### src/rtl/pipe_skid_stage.sv
// Pipeline stage register with valid/ready handshake and flush.
// SKID=1 adds a second slot so in_ready can be a flop.
module pipe_skid_stage #(
  parameter int unsigned DATA_W = 64,
  parameter int unsigned SKID = 1,
  parameter logic [DATA_W-1:0] RESET_VAL = '0
) (
  input  logic              clk,
  input  logic              rst,
  input  logic              in_valid,
  output logic              in_ready,
  input  logic [DATA_W-1:0] in_data,
  output logic              out_valid,
  input  logic              out_ready,
  output logic [DATA_W-1:0] out_data,
  input  logic              flush,
  output logic [1:0]        count
);

  typedef enum logic [1:0] {
    EMPTY = 2'd0,
    ONE   = 2'd1,
    FULL  = 2'd2
  } occ_e;

  if (SKID != 0) begin : g_skid

    occ_e              r_state;
    occ_e              w_next;
    logic              r_in_ready;
    logic [DATA_W-1:0] r_main;
    logic [DATA_W-1:0] r_skid;
    logic              w_push;
    logic              w_pop;

    assign w_push = in_valid && r_in_ready;
    assign w_pop  = (r_state != EMPTY) && out_ready;

    // Occupancy register and registered in_ready
    always_ff @(posedge clk or negedge rst) begin
      if (!rst) begin
        r_state    <= EMPTY;
        r_in_ready <= 1'b1;
      end else begin
        r_state    <= w_next;
        r_in_ready <= (w_next != FULL);
      end
    end

    // Next occupancy; flush wins over push and pop
    always_comb begin
      w_next = r_state;
      if (flush) begin
        w_next = EMPTY;
      end else begin
        unique case (r_state)
          EMPTY: if (w_push) w_next = ONE;
          ONE: begin
            if (w_push && !w_pop) w_next = FULL;
            else if (!w_push && w_pop) w_next = EMPTY;
          end
          FULL: if (w_pop) w_next = ONE;
          default: w_next = EMPTY;
        endcase
      end
    end

    // Payload slots load only on accepted push or skid-to-main move
    always_ff @(posedge clk or negedge rst) begin
      if (!rst) begin
        r_main <= RESET_VAL;
        r_skid <= RESET_VAL;
      end else if (!flush) begin
        if (r_state == FULL) begin
          if (w_pop) r_main <= r_skid;
        end else if (w_push) begin
          if (r_state == ONE && !w_pop) r_skid <= in_data;
          else r_main <= in_data;
        end
      end
    end

    assign in_ready  = r_in_ready;
    assign out_valid = (r_state != EMPTY);
    assign out_data  = r_main;
    assign count     = r_state;

  end else begin : g_single

    logic              r_valid;
    logic [DATA_W-1:0] r_main;
    logic              w_in_ready;
    logic              w_push;

    assign w_in_ready = !r_valid || out_ready;
    assign w_push     = in_valid && w_in_ready;

    // Single slot valid; a push overrides a pop in the same cycle
    always_ff @(posedge clk or negedge rst) begin
      if (!rst) begin
        r_valid <= 1'b0;
      end else if (flush) begin
        r_valid <= 1'b0;
      end else if (w_push) begin
        r_valid <= 1'b1;
      end else if (out_ready) begin
        r_valid <= 1'b0;
      end
    end

    // Main payload reloads on every accepted push
    always_ff @(posedge clk or negedge rst) begin
      if (!rst) begin
        r_main <= RESET_VAL;
      end else if (w_push && !flush) begin
        r_main <= in_data;
      end
    end

    assign in_ready  = w_in_ready;
    assign out_valid = r_valid;
    assign out_data  = r_main;
    assign count     = {1'b0, r_valid};

  end

endmodule

### config.mk
export PLATFORM = sky130hd
export DESIGN_NAME = pipe_skid_stage
export DESIGN_NICKNAME = d
export VERILOG_FILES = /design/src/rtl/pipe_skid_stage.sv
export SDC_FILE = /design/constraint.sdc
export NUM_CORES = 1
export LEC_CHECK = 0
export ABC_CLOCK_PERIOD_IN_PS = 5110
export CORE_UTILIZATION = 45
export DETAILED_ROUTE_END_ITERATION = 8
export PLACE_DENSITY = 0.74
export SYNTH_ARGS = -nofsm -noshare
export SYNTH_HDL_FRONTEND = slang
export SYNTH_SLANG_ARGS = --single-unit
### constraint.sdc
create_clock -name clk -period 5.11 [get_ports clk]
set_input_delay 0.511 -clock clk [delete_from_list [all_inputs] [get_ports clk]]
set_output_delay 0.511 -clock clk [all_outputs]
set_load 0.01 [all_outputs]
==> flow_metrics.py <==
metrics = {
    "min_path": {
        "min_path_type": "input pin to asynchronous set/reset pin",
    },
    "layout": {
        "final_common_cell": "clkdlybuf4s50_1",
        "final_net_count": 634,
        "final_cell_mix": "clkdlybuf4s50_1, dfrtp_1, nor2_1, mux2i_1, mux2_2",
        "drive_above_1_share_pct": 18.2,
        "antenna_cells": 0,
        "area_delta_synth_final_pct": 35.6,
        "instances_no_fill": 723,
        "final_core_util_pct": 62.6,
    },
    "pwr": {
        "pwr-share-comb_pct": 21.1,
        "ir_worst_vdd_mv": 0.231,
        "swShare_pct": 24.7,
        "power.leakage_uw": 0.00357,
        "power.internal_uw": 2500,
        "pwr-share-seq_pct": 43.4,
        "clkPwrFrac_pct": 35.5,
        "power_density_mw_per_mm2": 442,
        "switchingPower_uw": 820,
    },
    "die": {
        "placement_rows": 40,
        "die_y_um": 113,
        "initial_core_util_pct": 46.1,
        "core_mm2": 0.0120,
        "die_area_mm2": 0.0128,
        "die_w_um": 113,
        "ios": 137,
    },
    "detailed_routing": {
        "drt-initial-drc-count": 184,
        "firstDrtPassIters": 4,
        "met1_length_um": 5120,
        "top_layer": "met4",
        "drt-vias-per-instance": 5.17,
        "wl_met2_um": 5350,
        "wl_met3_um": 869,
        "wirelength_um": 11500,
        "final_antenna_net_count": 0,
        "wl_per_cell_um": 15.9,
        "vias": 3741,
        "drc": 0,
    },
    "logic_synthesis": {
        "synthSimpleGateAreaFrac_pct": 5.46,
        "yosys_warnings": 0,
        "synth_area_mm2": 0.00554,
        "synth.avg_cell_area_um2": 12.8,
        "synth_top_family_by_area": "multiplexers",
        "synthAdderAreaFrac_pct": 0,
        "seq_area_frac_synth_pct": 59.2,
        "syn-num-nets": 501,
        "synthMuxAreaShare_pct": 24.7,
        "netlist-cell-type-count": 22,
        "synth_compound_area_share_pct": 7.29,
        "synth-xor-area-share_pct": 0,
        "synthCells": 432,
        "ys_ff_latch": 131,
    },
    "critical_path": {
        "critPathMaxFanout": 37,
        "crit_type": "input pin to register",
        "worstPathCellList": "clkdlybuf4s50_1 > and3b_1 > nand3_2 > buf_4 > mux2_2",
        "endpoint_kind": "register",
        "arrival_ns": 2.97,
        "critPathMaxStageDelay_ns": 0.76,
        "cp_data_required_time_ns": 5.40,
        "r2r_setup_slack_ns": 2.49,
        "crit_path_start_kind": "input pin",
        "slowest_stage": "nand3_2",
    },
    "sta": {
        "setup_violations": 0,
        "max_slew_margin_pct": 34.8,
        "fin_skew_ns": 0.00844,
        "worst_pin_slew_ns": 0.977,
        "maxSlewViolCount": 0,
        "finalCritPeriodShare_pct": 52.5,
        "rsz0062_at_grt": "no",
        "max_freq_mhz": 372,
        "finalCriticalPeriod_ns": 2.68,
        "hold_viol_final": 0,
        "setup-tns-final_ns": 0,
        "hold_slack_ns": 0.220,
    },
    "cts": {
        "cts_tree": "yes",
        "ctsHoldBuffers": 0,
        "cts.sinks": 131,
        "cts_resized": 0,
        "cts.path.max_buffers": 2,
        "insertion_delay_ns": 0.41,
        "cts_buffers": 17,
        "root_buffer": "clkbuf_16",
        "cts_htree_levels": 4,
        "clk_pin_slew_ns": 0.05,
        "cts_setup_buffers": 0,
    },
    "global_routing": {
        "grt_max_degree": 73,
        "grt_pass1_wl_um": 19300,
        "grt_pass1_vias": 3978,
        "globalRouteTotalUtil_pct": 19.7,
        "antenna_found_initial": 0,
        "grt_overflow": 0,
    },
    "placement": {
        "globalplace.congestion": 0.737,
        "numPortBuffers": 136,
        "hpwl_um": 7410,
        "dp.cells": 693,
    },
    "flow_run": {
        "cap_viol_max_count": 0,
    },
    "run_status": {
        "status": "finished, final reports clean",
    },
}
[layer usage]
metal,up-vias,GRT usage [%]
met4,0,7.81
met3,16,7.45
met1,1838,25.0
met2,105,30.5
met5,-,0
li1,1782,-
[cell usage after synthesis]
cell type  instances  area share (%)
dfrtp_1          130              59
nor2_1            66             4.5
mux2i_1           65              12
mux2_2            64              13
a21oi_1           60             5.4
buf_2             18             1.6
a21oi_2            6            0.95
buf_6              6             1.2
buf_4              3            0.41
nand2b_1           2            0.23
a2111oi_4          1            0.50
a21boi_0           1            0.14
and3b_1            1            0.16
dfstp_2            1            0.47
inv_1              1           0.068
nand2_1            1           0.068
nand3_2            1            0.18
nor2b_1            1            0.11
nor3b_1            1            0.14
o211ai_1           1            0.14
o22a_1             1            0.16
or2_2              1            0.11
[worst paths after layout]
kind | start | to | cells after the start
min | rst | out_data[11] | 1
max reg2reg | in_ready | g_skid.r_skid[29] | 4
min reg2reg | g_skid.r_skid[54] | g_skid.r_skid[54] | 1
max in group asynchronous | rst | out_data[4] | 2
max | in_valid | g_skid.r_skid[29] | 5
min in group clk | g_skid.r_skid[54] | g_skid.r_skid[54] | 1
[power by group through the flow]
| stage | clock network [µW] | registers, µW | logic [µW] |
|---|---|---|---|
| 6_report | 1180 | 1440 | 701 |
| 5_1_grt | 1250 | 1480 | 767 |
| 4_1_cts | 1210 | 1450 | 713 |
| 3_5_place_dp | 0 | 1460 | 708 |
| 3_3_place_gp | 0 | 1440 | 686 |
| 2_1_floorplan | 0 | 1480 | 306 |
[worst max-delay path: cells and delay by family]
kind	cells	cell delay (ns)
AND/OR/NAND/NOR	2	1.00
multiplexers	1	0.33
buffers and inverters	2	1.09
[cell families after synthesis]
logic type / count (synthesis)
DFF: 131
muxes: 129
and+or+nand+nor: 74
AOI/OAI and AO/OA: 70
buffers and inverters: 28
[through the flow]
| stage | power, µW | cell area, µm² | setup WS [ns] |
|---|---|---|---|
| finish | 3320 | 7520 | 2.43 |
| global placement | 2130 | 6950 | 2.03 |
| floorplan | 1790 | 5540 | 3.44 |
| CTS | 3370 | 7520 | 2.39 |
| global route | 3500 | 7520 | 2.24 |
| detailed placement | 2170 | 6950 | 1.96 |
[registers in the layout (all words and copies together) (netlist names)]
signal,cells
g_skid.r_skid,64
out_data,64
count,2
in_ready,1
[area by class of cell]
cell class	instances	area, µm²
inverters	1	3.75
clock buffers	24	462
repair buffers	141	1400
well taps	147	184
flip-flops and latches	131	3280
multi-input cells	273	2090
clock inverters	6	105
fillers	939	4500
Note: power is estimated with default switching activity, not from simulation.
